[config.mk]
export PLATFORM = sky130hd
export DESIGN_NAME = multdiv_sequencer
export DESIGN_NICKNAME = d
export VERILOG_FILES = /design/src/rtl/multdiv_sequencer.sv
export SDC_FILE = /design/constraint.sdc
export NUM_CORES = 1
export LEC_CHECK = 0
export ABC_AREA = 1
export CAP_MARGIN = 10
export CORE_MARGIN = 2
export CORE_UTILIZATION = 41
export CTS_CLUSTER_SIZE = 12
export DETAILED_ROUTE_END_ITERATION = 6
export PLACE_DENSITY_LB_ADDON = 0.1
export SYNTH_ARGS = -nofsm -noshare
export SYNTH_HDL_FRONTEND = slang
export SYNTH_SLANG_ARGS = --single-unit
[constraint.sdc]
create_clock -name clock -period 4.21 [get_ports clock]
set_input_delay 0.842 -clock clock [delete_from_list [all_inputs] [get_ports clock]]
set_output_delay 0.842 -clock clock [all_outputs]
set_load 0.03 [all_outputs]
[src/rtl/multdiv_sequencer.sv]
// Sequences one mul/div through the shared multiply/divide unit and stalls the front of the pipeline meanwhile.
// Optional BUSY watchdog enabled by defining MULTDIV_TIMEOUT_EN.
module multdiv_sequencer #(
  parameter int WIDTH      = 32,
  parameter int RD_W       = 5,
  parameter int MAX_CYCLES = 40
) (
  input  logic             clock,
  input  logic             reset,
  input  logic             dx_is_md,
  input  logic             dx_is_div,
  input  logic [RD_W-1:0]  dx_rd,
  input  logic [WIDTH-1:0] dx_opA,
  input  logic [WIDTH-1:0] dx_opB,
  input  logic             abort,
  output logic             md_ctrl_mult,
  output logic             md_ctrl_div,
  output logic [WIDTH-1:0] md_opA,
  output logic [WIDTH-1:0] md_opB,
  input  logic [WIDTH-1:0] md_result,
  input  logic             md_exception,
  input  logic             md_resultRDY,
  output logic             stall,
  output logic             done,
  output logic [WIDTH-1:0] result,
  output logic [RD_W-1:0]  result_rd,
  output logic             exception
);

  typedef enum logic [1:0] {IDLE, START, BUSY, DONE} state_t;

  // The watchdog counter is 6 bits wide, so the limit must fit in it.
  if (MAX_CYCLES < 1 || MAX_CYCLES > 63) begin : g_cfg_check
    $error("multdiv_sequencer: MAX_CYCLES must be in 1..63");
  end

  state_t            state_q, state_d;
  logic [WIDTH-1:0]  md_opA_q, md_opA_d;
  logic [WIDTH-1:0]  md_opB_q, md_opB_d;
  logic              is_div_q, is_div_d;
  logic [RD_W-1:0]   rd_q, rd_d;
  logic [WIDTH-1:0]  result_q, result_d;
  logic [RD_W-1:0]   result_rd_q, result_rd_d;
  logic              exception_q, exception_d;

`ifdef MULTDIV_TIMEOUT_EN
  localparam logic [5:0] LIMIT = 6'(MAX_CYCLES - 1);
  logic [5:0] cnt_q, cnt_d;
`endif

  always_comb begin
    state_d     = state_q;
    md_opA_d    = md_opA_q;
    md_opB_d    = md_opB_q;
    is_div_d    = is_div_q;
    rd_d        = rd_q;
    result_d    = result_q;
    result_rd_d = result_rd_q;
    exception_d = exception_q;
`ifdef MULTDIV_TIMEOUT_EN
    cnt_d       = cnt_q;
`endif
    case (state_q)
      IDLE: begin
        if (dx_is_md && !abort) begin
          md_opA_d = dx_opA;
          md_opB_d = dx_opB;
          is_div_d = dx_is_div;
          rd_d     = dx_rd;
          state_d  = START;
        end
      end
      START: begin
        state_d = abort ? IDLE : BUSY;
`ifdef MULTDIV_TIMEOUT_EN
        cnt_d   = '0;
`endif
      end
      BUSY: begin
        if (abort) begin
          state_d = IDLE;
        end else if (md_resultRDY) begin
          result_d    = md_result;
          exception_d = md_exception;
          result_rd_d = rd_q;
          state_d     = DONE;
        end
`ifdef MULTDIV_TIMEOUT_EN
        // A result arriving on the limit cycle takes priority over the timeout.
        else if (cnt_q == LIMIT) begin
          result_d    = '0;
          exception_d = 1'b1;
          result_rd_d = rd_q;
          state_d     = DONE;
        end else begin
          cnt_d = cnt_q + 6'd1;
        end
`endif
      end
      DONE: begin
        state_d = IDLE;
      end
      default: begin
        state_d = IDLE;
      end
    endcase
  end

  always_ff @(posedge clock or posedge reset) begin
    if (reset) begin
      state_q     <= IDLE;
      md_opA_q    <= '0;
      md_opB_q    <= '0;
      is_div_q    <= 1'b0;
      rd_q        <= '0;
      result_q    <= '0;
      result_rd_q <= '0;
      exception_q <= 1'b0;
`ifdef MULTDIV_TIMEOUT_EN
      cnt_q       <= '0;
`endif
    end else begin
      state_q     <= state_d;
      md_opA_q    <= md_opA_d;
      md_opB_q    <= md_opB_d;
      is_div_q    <= is_div_d;
      rd_q        <= rd_d;
      result_q    <= result_d;
      result_rd_q <= result_rd_d;
      exception_q <= exception_d;
`ifdef MULTDIV_TIMEOUT_EN
      cnt_q       <= cnt_d;
`endif
    end
  end

  // Stall covers the detect cycle too, so D/X cannot slip past before START.
  assign stall        = ((state_q == IDLE && dx_is_md) || state_q == START || state_q == BUSY) && !abort;
  assign md_ctrl_mult = (state_q == START) && !is_div_q;
  assign md_ctrl_div  = (state_q == START) && is_div_q;
  assign done         = (state_q == DONE);
  assign md_opA       = md_opA_q;
  assign md_opB       = md_opB_q;
  assign result       = result_q;
  assign result_rd    = result_rd_q;
  assign exception    = exception_q;

endmodule

# == Word level (Yosys, flattened, before mapping) ==
# Cells that the tools add are included.
# totals
out_inout_bits,106
word_cells,32
ff_bits,110
in_bits,108
# op_classes
bitwise_logic,1
n_reduce_logical,13
eq_ne,5
mux,5
# ops
operator,count
2-bit two-way mux,4
2-bit one-hot mux with 4 select lines,1
1-bit logical AND,5
2-bit equality test (second input constant),2
2-bit AND reduction,2
3-bit != test (second input constant),1
3-bit AND reduction,1
2-bit by 1-bit equality test with 1-bit output (second input constant),1
1-bit logical NOT,2
2-bit logical NOT,1
1-bit logical OR,2
2-bit != test (second input constant),1
1-bit inverter,1

# == Depth between registers and ports, before layout ==
# Gate-level depths: netlist of the first run.
# depth
word_depth,5
depth_mapped,7

# == Least setup slack after synthesis of the first run ==
# Ideal clock, no wire load.
# synth_timing
kind,input to output
startpoint,input abort
endpoint,output stall
required_ns,3.368
arrival_time_ns,1.417
slack_ns,1.951
path_buffers,0
path_stages,3
cell_sequence,inv_1 -> nand2_1 -> a21oi_1
# synth_via
elab_chain_cells,2
# synth_lines
element,line,text
start: declaration,15,"input logic abort,"
1-bit logical NOT,138,assign stall = ((state_q == IDLE && dx_is_md) || state_q == START || state_q == BUSY) && !abort;
1-bit logical AND,138,
end: declaration,23,"output logic stall,"
# No other way between the ends.

# == Worst setup path in the final report of the first run ==
# Same ends and word-level chain as after synthesis.

==> metrics.md, run 1 <==
| Metric | Value |
|---|---|
| Slowest stage delay, CP | 0.69 ns |
| Tot Pwr | 3698 uW |
| RSZ-0062 raised after global routing | no |
| Commonest cells after routing, fill and taps aside | nand2_1 (221), clkdlybuf4s50_1 (213), dfrtp_1 (110) |
| Largest net degree at the start of global routing | 73 |
| Flops & latches, synth | 110 |
| Layout cell share with drive strength beyond 1 | 4.480% |
| RD Place Congestion | 0.7615 |
| CP max stage cell | clkdlybuf4s50_1 |
| WHS Endpoint | result_rd[4] |
| Total gr overflow | 0 |
| First-pass GRT wire length | 19880 um |
| WHS Path Cells | 2 |
| CP Max Fanout | 3 |
| Buf/Inv on CP | 3 |
| Root Driver | clkbuf_8 |
| R2R Setup Slk | 2.19 ns |
| Critical Path End Type | primary output |
| Max-cap violations | 0 |
| FF-to-FF Start | state_q[1] |
| Most used cell along the critical path | clkdlybuf4s50_1 |
| PwrDens | 546.0 nW/um^2 |
| NumNets Final | 795 |
| Post-Route WL | 12170 um |
| Status | finished, final reports clean |
| Average size of a mapped cell | 8.994 sq um |
| DRC | 0 |
| CTS Buf Count | 9 |
| Sequential area share after synthesis | 62.71% |
| Std cell rows | 37 |
| CTS H-tree depth | 3 |
| Worst Max-Slew Pin Slew | 0.7576 ns |
| Tightest Hold Check Type | register to register |
| Die area | 11550 sq um |
| Clock transition at path regs | 0.09 ns |
| Skew final | 0.01461 ns |
| Most common library cell in the layout ignoring fill and taps | nand2_1 |
| Final HPWL DP | 8261 um |
| Initial antenna violation count | 0 |
| Synth Warn # | 0 |
| Wire length per cell | 14.69 um |
| Area grow syn2layout | 54.30% |
| Crit-path cells | clkdlybuf4s50_1, inv_1, nand2_1, a21oi_1, clkdlybuf4s50_1 |
| Slew margin rel. | 49.49% |
| RR Endpoint | md_opB[2] |
| Setup_tns | 0 ns |
| Critical Path RT | 3.37 ns |
| Die width | 107.5 um |
| Max clock buf depth | 2 |
| Placed inst area | 6564 sq um |
| DR pass1 iterations | 4 |
| # setup viols final | 0 |
| Antenna viol nets, final | 0 |
| Number of global-route vias before repair | 4119 |
| Startpoint Class | primary input |
| Via count | 4015 |
| Post-CTS setup buffer count | 0 |
| FF-to-FF path depth | 6 |
| Pins Over Slew Limit | 0 |
| Layout Cell Area excl Fill | 6773 sq um |
| Mapped Cells | 488 |
| Arrival time worst endpoint | 2.29 ns |
| Period minus WS final | 3.128 ns |
| CTS Hold Bufs | 0 |
| Hold path start | result_rd[4] |
| LEAKAGE | 0.003308 uW |
| Initial DRC Count | 280 |
| Unique masters post-synth | 13 |
| IO Count | 214 |
| Gr usage total | 21.60% |
| Resized cells post-CTS | 0 |
| Via/cell ratio | 4.849 |
| Fmax | 319.7 MHz |
| Core ar. | 10370 sq um |
| Endpoints failing hold | 0 |
| Final period util | 74.30% |
| Mapped Nets | 596 |
| Clk sink count | 110 |
| Die height | 107.5 um |
| N_diodes | 0 |
| IO Port Bufs | 213 |
| Setup CP Type | primary input to primary output |
| Clock Latency Late Sink | 0.36 ns |
| Max VDD drop | 0.2390 mV |
| Largest delay contributor family on the critical path | buffers and inverters |
| Cell Area, Synth | 4389 sq um |
| Starting Density | 42.33% |
| CTS tree | built |
## registers in the layout, summed over array words and instances (netlist names)
register	cells
md_opB	32
exception	1
md_opA	32
state_q	2
rd_q	5
result_rd	5
is_div_q	1
result	32
## cells in the mapped netlist (all sizes together)
cell type  instances  area share, %
a21oi              1           0.11
nand2            222             19
inv                7           0.60
nor2               7            1.1
buf               25            3.5
nand3            108             12
dfrtp            110             63
clkbuf             8           0.68
## area by class of cell
class	count	area [sq um]
clock buffer	10	137.6
inverter	7	28.78
tap	136	170.2
fill	878	3597
sequential	110	2753
timing repair buffer	221	2212
multi-input combinational	338	1428
clock inverter	6	43.79
## where the power goes
group	internal, uW	switching, uW
clock network	235	357
registers	1340	157
logic	662	948
## tightest hold or removal path: cells and delay by family (launching register included)
family	cells	cell delay [ns]
flip-flops	1	0.35
AND/OR/NAND/NOR	2	0.10
## worst max path at each step
stage / startpoint / to / cells after the start
after floorplan: reset / exception / 1
after global routing: abort / stall / 5
after CTS: abort / stall / 5
final: abort / stall / 5
after detailed placement: abort / result[30] / 6
after global placement: abort / stall / 5
## cells by family (layout without fill, tap and decap cells)
| logic type | Yosys count | after routing | synth area share (%) |
|---|---|---|---|
| flops | 110 | 110 | 62.71 |
| simple gates | 337 | 337 | 32.35 |
| compound gates | 1 | 1 | 0.1139 |
| buf+inv | 40 | 244 | 4.817 |
## metrics by stage
step | util, % | worst slack, ns | hold WS [ns] | instances
after CTS | 65.05 | 1.073 | 0.4828 | 827
after global routing | 65.31 | 1.009 | 0.5036 | 828
after global placement | 63.30 | 1.096 | 0.4523 | 811
after detailed placement | 63.30 | 1.033 | 0.4576 | 811
after floorplan | - | 0.4657 | 0.4425 | 488
final | 65.31 | 1.082 | 0.4773 | 828
## metal layers
layer	GRT usage, %	vias to the layer above	part of all wire [%]
met3	7.022	16	8.2
met2	35.67	134	49
li1	-	1944	-
met4	7.418	0	1.9
met5	0	-	0
met1	26.77	1921	41
Power figures use the tool's default switching activity.
==> run 2, diff against run 1 <==
==> constraint.sdc (replaced) <==
create_clock -name clock -period 3.15 [get_ports clock]
set_input_delay 0.63 -clock clock [delete_from_list [all_inputs] [get_ports clock]]
set_output_delay 0.63 -clock clock [all_outputs]
set_load 0.03 [all_outputs]
==> metrics.md, run 2 (synthesized netlist as in run 1, its figures left out) <==
| Metric | Value |
|---|---|
| Status | finished, final reports clean |
| Period minus WS final | 2.700 ns |
| RD Place Congestion | 0.7765 |
| Initial antenna violation count | 0 |
| First-pass GRT wire length | 19420 um |
| Number of global-route vias before repair | 3954 |
| CP max stage cell | clkdlybuf4s50_1 |
| WHS Endpoint | md_opB[1] |
| WHS Path Cells | 2 |
| Post-CTS setup buffer count | 0 |
| DRC | 0 |
| Layer with the highest usage | met2 |
| Layout cell share with drive strength beyond 1 | 4.618% |
| IO Port Bufs | 213 |
| Largest net degree at the start of global routing | 71 |
| Clock Latency Late Sink | 0.36 ns |
| Clock transition at path regs | 0.09 ns |
| Die area | 11550 sq um |
| Most used cell along the critical path | clkdlybuf4s50_1 |
| Via count | 4025 |
| Max clock buf depth | 2 |
| Multi-input combinational cell area | 1428 sq um |
| LEAKAGE | 0.003329 uW |
| Area grow syn2layout | 55.84% |
| Startpoint Class | primary input |
| Root Driver | clkbuf_8 |
| Critical Path End Type | primary output |
| Starting Density | 42.33% |
| Wire length per cell | 14.84 um |
| Tightest Hold Check Type | register to register |
| CTS Buf Count | 9 |
| Arrival time worst endpoint | 2.07 ns |
| Final HPWL DP | 8434 um |
| # setup viols final | 0 |
| CP Max Fanout | 3 |
| FF-to-FF path depth | 6 |
| Slew margin rel. | 51.41% |
| Most common library cell in the layout ignoring fill and taps | nand2_1 |
| Layout filler cell count | 876 |
| Worst Max-Slew Pin Slew | 0.7273 ns |
| CTS H-tree depth | 3 |
| Max VDD drop | 0.3642 mV |
| Pins Over Slew Limit | 0 |
| Endpoints failing hold | 0 |
| Met2 GRT Util | 35.35% |
| Critical Path RT | 2.52 ns |
| RSZ-0062 raised after global routing | no |
| Via/cell ratio | 4.855 |
| Die width | 107.5 um |
| CTS Hold Bufs | 0 |
| CTS tree | built |
| DR pass1 iterations | 4 |
| Initial DRC Count | 232 |
| Commonest cells after routing, fill and taps aside | nand2_1 (221), clkdlybuf4s50_1 (213), dfrtp_1 (110) |
| Setup CP Type | primary input to primary output |
| Clk sink count | 110 |
| N_diodes | 0 |
| RR Endpoint | md_opB[27] |
| Final period util | 85.70% |
| Max-cap violations | 0 |
| IO Count | 214 |
| R2R Setup Slk | 1.04 ns |
| Slowest stage delay, CP | 0.68 ns |
| FF-to-FF Start | state_q[0] |
| Hold path start | md_opB[1] |
| Met1 Track Usage GR | 25.87% |
| Post-Route WL | 12310 um |
| Core ar. | 10370 sq um |
| Std cell rows | 37 |
| Crit-path cells | clkdlybuf4s50_1, inv_1, nand2_1, a21oi_1, clkdlybuf4s50_1 |
| WHS | 0.4762 ns |
| Storage element area | 2753 sq um |
| Total gr overflow | 0 |
| Gr usage total | 21.37% |
| PwrDens | 744.3 nW/um^2 |
| Worst setup path start | abort |
| Antenna viol nets, final | 0 |
| Fmax | 370.4 MHz |
| Global routing usage on met3 | 6.598% |
| NumNets Final | 796 |
| Setup_tns | 0 ns |
| Skew final | 0.004985 ns |
| Resized cells post-CTS | 0 |
| Die height | 107.5 um |
## run 2: cell count changes in the layout (fill, tap and decap cells not counted), sizes merged
cell	delta
buf	+1
bufinv	+2
clkinv	-1
clkinvlp	+2
inv	-3
## run 2: worst max path at each step
| stage | endpoint | cells after the start |
|---|---|---|
| CTS | stall | 5 |
| global placement | stall | 5 |
| finish | stall | 5 |
| floorplan | exception | 1 |
| detailed placement | stall | 5 |
| global route | stall | 5 |
## run 2: final cells by class
type,count,share of cell area (%)
sequential,110,40.24
timing repair buffer,222,32.71
multi-input combinational,338,20.87
tap,136,2.488
clock buffer,10,2.012
clock inverter,6,1.244
inverter,7,0.4390
## run 2: critical path: cells and delay by family
family | cells | cell delay (ns)
buffers and inverters | 3 | 1.26
AOI/OAI and AO/OA | 1 | 0.11
and+or+nand+nor | 1 | 0.06
## run 2: power by group
| part | internal, uW | total (uW) | switching [uW] |
|---|---|---|---|
| Sequential | 1790 | 1990 | 205 |
| Clock | 467 | 938 | 471 |
| Combinational | 892 | 2160 | 1270 |
| Total | 3150 | 5090 | 1940 |
## run 2: metrics by stage
step                cells  instance area, sq um  util (%)  setup slack [ns]  total power [uW]
CTS                   829                  6840     65.96            0.4428              5141
floorplan             488                  4393         -             1.191              3165
detailed placement    813                  6618     63.82            0.4551              4198
global route          829                  6840     65.96            0.3481              5366
finish                829                  6840     65.96            0.4503              5091
global placement      813                  6618     63.82            0.4532              4156
## run 2: routing by layer
layer | share of wire (%) | wire, um | up-vias
li1 | - | - | 1949
met1 | 41 | 5028 | 1903
met2 | 48 | 5877 | 148
met3 | 8.5 | 1052 | 25
met4 | 2.8 | 348 | 0
met5 | 0 | 0 | -
